### src/rtl/alu_seq_unit.sv
// alu_seq_unit: single-issue ALU with a valid/ready request and response handshake.
// Operations: ADD, SUB, AND, SLL, SRL. Codes 101-111 are illegal and return an error.
// Non-zero shifts run one bit per cycle through the SHIFT state.
// Optional build macro ALU_SEQ_FAST_SHIFT_EN: when defined, shifts use a
// combinational barrel shifter and complete with the same latency as ADD.
// The SHIFT state is then never entered. Results are identical in both builds.
module alu_seq_unit #(
  parameter int WIDTH = 32
) (
  input  logic             clk,
  input  logic             rst_n,
  input  logic             req_valid,
  output logic             req_ready,
  input  logic [WIDTH-1:0] req_a,
  input  logic [WIDTH-1:0] req_b,
  input  logic [2:0]       req_op,
  output logic             rsp_valid,
  input  logic             rsp_ready,
  output logic [WIDTH-1:0] rsp_out,
  output logic             rsp_zero,
  output logic             rsp_err
);

  localparam int SHW = $clog2(WIDTH);

  typedef enum logic [2:0] {
    OP_ADD = 3'b000,
    OP_SUB = 3'b001,
    OP_AND = 3'b010,
    OP_SLL = 3'b011,
    OP_SRL = 3'b100
  } op_e;

  typedef enum logic [1:0] {
    IDLE  = 2'b00,
    SHIFT = 2'b01,
    DONE  = 2'b10
  } state_e;

  state_e           state_q, state_d;
  logic [WIDTH-1:0] acc_q;      // working value while shifting iteratively
  logic [SHW-1:0]   cnt_q;      // remaining single-bit shift steps
  logic             dir_right_q;

  logic [SHW-1:0]   shamt;
  logic             is_shift;
  logic             is_illegal;
  logic             shift_iter;
  logic [WIDTH-1:0] quick_res;
  logic [WIDTH-1:0] acc_next;

  // Only the low log2(WIDTH) bits of B form the shift amount. Upper bits are ignored.
  assign shamt      = req_b[SHW-1:0];
  assign is_shift   = (req_op == OP_SLL) || (req_op == OP_SRL);
  assign is_illegal = (req_op > OP_SRL);

`ifdef ALU_SEQ_FAST_SHIFT_EN
  assign shift_iter = 1'b0;
`else
  assign shift_iter = is_shift && (shamt != '0);
`endif

  // Single-cycle result for every operation that skips the SHIFT state.
  always_comb begin
    // NOTE: a default value precedes the case, so no path leaves quick_res unassigned and no latch is inferred.
    quick_res = '0;
    case (req_op)
      OP_ADD: quick_res = req_a + req_b;
      OP_SUB: quick_res = req_a - req_b;
      OP_AND: quick_res = req_a & req_b;
`ifdef ALU_SEQ_FAST_SHIFT_EN
      OP_SLL: quick_res = req_a << shamt;
      OP_SRL: quick_res = req_a >> shamt;
`else
      // Reached only for a shift by zero. A non-zero shift goes through SHIFT.
      OP_SLL: quick_res = req_a;
      OP_SRL: quick_res = req_a;
`endif
      default: quick_res = '0;
    endcase
  end

  // Working value after one more single-bit step.
  assign acc_next = dir_right_q ? (acc_q >> 1) : (acc_q << 1);

  // State register.
  always_ff @(posedge clk or negedge rst_n) begin
    if (!rst_n) begin
      state_q <= IDLE;
    end else begin
      // NOTE: sequential state uses non-blocking assignments, so every register samples pre-edge values.
      state_q <= state_d;
    end
  end

  // Next-state logic. SHIFT exits on the step that takes the counter to zero.
  always_comb begin
    state_d = state_q;
    case (state_q)
      IDLE:    if (req_valid) state_d = shift_iter ? SHIFT : DONE;
      SHIFT:   if (cnt_q == SHW'(1)) state_d = DONE;
      DONE:    if (rsp_ready) state_d = IDLE;
      default: state_d = IDLE;
    endcase
  end

  assign req_ready = (state_q == IDLE);
  assign rsp_valid = (state_q == DONE);

  // Datapath registers. Operands are captured on accept. The response is held until it is taken.
  always_ff @(posedge clk or negedge rst_n) begin
    if (!rst_n) begin
      acc_q       <= '0;
      cnt_q       <= '0;
      dir_right_q <= 1'b0;
      rsp_out     <= '0;
      rsp_zero    <= 1'b0;
      rsp_err     <= 1'b0;
    end else begin
      case (state_q)
        IDLE: begin
          if (req_valid) begin
            rsp_err <= is_illegal;
            if (shift_iter) begin
              acc_q       <= req_a;
              cnt_q       <= shamt;
              dir_right_q <= (req_op == OP_SRL);
            end else begin
              rsp_out  <= quick_res;
              rsp_zero <= (quick_res == '0);
            end
          end
        end
        SHIFT: begin
          acc_q <= acc_next;
          cnt_q <= cnt_q - SHW'(1);
          if (cnt_q == SHW'(1)) begin
            rsp_out  <= acc_next;
            rsp_zero <= (acc_next == '0);
          end
        end
        default: ;
      endcase
    end
  end

endmodule

### config.mk
export PLATFORM = sky130hd
export DESIGN_NAME = alu_seq_unit
export DESIGN_NICKNAME = d
export VERILOG_FILES = /design/src/rtl/alu_seq_unit.sv
export SDC_FILE = /design/constraint.sdc
export NUM_CORES = 1
export LEC_CHECK = 0
export BUFFER_PORTS_ARGS = -buffer_cell sky130_fd_sc_hd__buf_2
export CAP_MARGIN = 5
export CORE_MARGIN = 3
export CORE_UTILIZATION = 50
export DETAILED_ROUTE_END_ITERATION = 7
export HOLD_SLACK_MARGIN = 0.1
export PLACE_DENSITY = 0.72
export SLEW_MARGIN = 20
export SYNTH_ARGS = -nofsm -noshare
export SYNTH_HDL_FRONTEND = slang
export SYNTH_SLANG_ARGS = --single-unit
### constraint.sdc
create_clock -name clk -period 2.7 [get_ports clk]
set_input_delay 0.54 -clock clk [delete_from_list [all_inputs] [get_ports clk]]
set_output_delay 0.54 -clock clk [all_outputs]
set_load 0.005 [all_outputs]
==> flow_summary.yaml <==
sta:
  finalHoldViolCount: 0
  slew_viol_final: 0
  setup_viol: 29
  clock_skew_ns: 0.004806
  relSlewSlack_pct: 38.81
  worst_slew_pin_slew_ns: 0.9179
  finalWorstSetupSlack_ns: -1.739
  fmax_ghz: 0.2253
  period_minus_slack_ns: 4.439
  grt_setup_unrepaired: "true"
  period_share_pct: 164.4
synth:
  yosys-top-cells-count: "nor2_1, a21oi_1, nand2_1"
  seq_area_frac_synth_pct: 27.00
  synth.largest_area_cell: "dfrtp_1"
  yosysTopAreaCellShare_pct: 27.00
  synthArstFlopShare_pct: 100.0
  avgSynthCellArea_sq_um: 7.714
  yosys_warnings: 0
  ys_seq_elements: 74
  yosysMostFrequentCell: "nor2_1"
  ys_types: 66
  syn_area_sq_um: 6858
  synth_ff_type: "dfrtp_1"
  synth_edf_count: 0
  yosys-top-cells-area: "dfrtp_1, ha_1, a21oi_1, nor2_1, o21ai_0"
  syn_nets: 997
  syn_inst: 889
grt:
  grt_max_degree: 75
  grt.overflow.total: 0
  grt.total_usage_pct: 36.24
  antenna_found_initial: 0
  grt_pass1_wl_mm: 42.72
  grt_pass1_vias: 8300
worst_setup_path:
  critPathCaptureType: "flop"
  crit_type: "input pin to flop"
  critical_path.startpoint_type: "input pin"
  r2r-end: "rsp_zero"
  r2r_slack_ns: -0.05
  r2r_cells: 12
  cp_max_fo: 4
  crit_arrival_ns: 4.69
  worstReg2RegStart: "cnt_q[1]"
  required_ns: 2.95
floorplanning:
  die_x_microns: 123.1
  die_h_microns: 123.1
  dieArea_sq_um: 15160
  start_util_pct: 51.38
  io_pins: 107
  coreArea_sq_um: 13350
  rows: 42
placement:
  port_buffers: 106
  place_ws_ns: -2.361
  gp_congestion: 0.9949
  dp_hpwl_mm: 20.64
  placedCellCount: 1360
power_and_ir_drop:
  vdd_drop_max_mv: 0.4410
  p_leak_uw: 0.005136
  p_per_area_nw_per_um2: 714.8
final_layout:
  syn2layout_area_growth_pct: 60.06
  nets: 1338
  fin_cells: 1411
  antenna_cells: 0
  drive_above_1_share_pct: 45.91
clock_network:
  path_clk_slew_ns: 0.06
  ctsHtreeMaxLevel: 3
  cts_root_buffer: "clkbuf_16"
  numCtsBuffers: 9
  clock_sinks: 74
  clk_latency_ns: 0.34
  clock_path_buffers: 2
  cts_tree: "done"
worst_hold_path:
  hp-class: "input pin to asynchronous set/reset pin"
detailed_routing:
  drcViolationCount: 0
  ant_nets: 0
  wire_per_inst_microns: 21.22
  dr.pass1.iters: 7
  drt_wl_total_mm: 29.94
  vias: 9034
  first_iter_violations: 1122
  routed_via_density: 6.403
outcome:
  violations: "negative setup slack"
  status: "complete, but fails checks"
run:
  drv_cap: 0
==> cell type report <==
class	count	area, sq um
Multi-Input combinational cell	718	5613
Timing Repair Buffer	386	2849
Fill cell	822	2371
Sequential cell	74	1852
Clock buffer	14	274.0
Tap cell	176	220.2
Inverter	41	158.9
Clock inverter	2	10.01
==> layer usage <==
| metal | up-vias | track usage, % | wire length [microns] |
|---|---|---|---|
| met4 | 0 | 13.56 | 1552 |
| met5 | - | 0 | 0 |
| li1 | 3958 | - | - |
| met1 | 4274 | 49.26 | 11590 |
| met2 | 648 | 56.68 | 13400 |
| met3 | 154 | 7.960 | 3396 |
==> worst max-delay path by stage <==
stage              from  endpoint  cells past startpoint
2_1_floorplan  req_b[2]  rsp_zero                     19
3_3_place_gp   req_b[5]  rsp_zero                     18
3_5_place_dp   req_b[5]  rsp_zero                     20
4_1_cts        req_b[2]  rsp_zero                     19
5_1_grt        req_b[2]  rsp_zero                     19
6_report       req_b[7]  rsp_zero                     19
==> metrics by stage <==
| step | setup TNS, ns | util, % | cell area [sq um] | hold WS (ns) | power, uW |
|---|---|---|---|---|---|
| 6_report | -31.12 | 82.24 | 10980 | 0.3331 | 7846 |
| 5_1_grt | -35.69 | 82.24 | 10980 | 0.4178 | 8305 |
| 4_1_cts | -26.71 | 78.65 | 10500 | 0.3768 | 7480 |
| 3_5_place_dp | -48.29 | 71.32 | 9519 | 0.4775 | 5937 |
| 3_3_place_gp | -45.67 | 71.32 | 9519 | 0.4619 | 5804 |
| 2_1_floorplan | -26.77 | - | 7147 | 0.2444 | 4263 |
==> sequential cells by signal, summed over array words and instances (netlist names) <==
register     flops
rsp_err          1
cnt_q            5
state_q          2
rsp_out         32
rsp_zero         1
dir_right_q      1
acc_q           32
==> power breakdown <==
part / internal [uW] / switching (uW)
Sequential: 1630 / 403
Combinational: 2160 / 2510
Clock: 695 / 441
==> cell usage in the layout (no fill, tap or decap), types with 17 or more instances in the layout <==
| cell | n |
|---|---|
| a21o_1 | 19 |
| a21oi_1 | 55 |
| a21oi_2 | 28 |
| buf_2 | 99 |
| buf_4 | 250 |
| buf_6 | 29 |
| dfrtp_1 | 74 |
| ha_1 | 31 |
| inv_1 | 39 |
| mux2i_1 | 27 |
| nand2_1 | 74 |
| nand3_1 | 19 |
| nor2_1 | 80 |
| nor3_1 | 17 |
| o21ai_0 | 34 |
| xnor2_1 | 21 |
| xor2_1 | 24 |
==> cells by family after synthesis <==
logic type / share of synthesized area, %
compound gates: 28.10
xor+xnor: 6.386
fa+ha+maj: 6.860
buf+inv: 5.309
flops: 27.00
mux: 6.057
simple gates: 20.29
==> repair_timing <==
action | in CTS | in global routing
pin swaps | 83 | 64
endpoints found under the setup margin | 29 | 32
setup buffers | 27 | 23
hold buffers | 0 | 0
resized for setup | 140 | 71
==> critical path, cell delays in order <==
cell,delay [ns]
buf_2,0.12
nor4_4,0.31
buf_4,0.18
nand2_4,0.06
or3_4,0.33
or2_4,0.26
buf_6,0.13
nor3_4,0.17
nor2_2,0.07
xnor2_1,0.17
ha_2,0.32
a21o_1,0.25
a2111oi_4,0.37
a31oi_2,0.10
a311oi_2,0.28
xor2_1,0.20
o22ai_2,0.10
or4_4,0.55
o31ai_2,0.17
No activity file was read; power rests on OpenSTA's default activity.
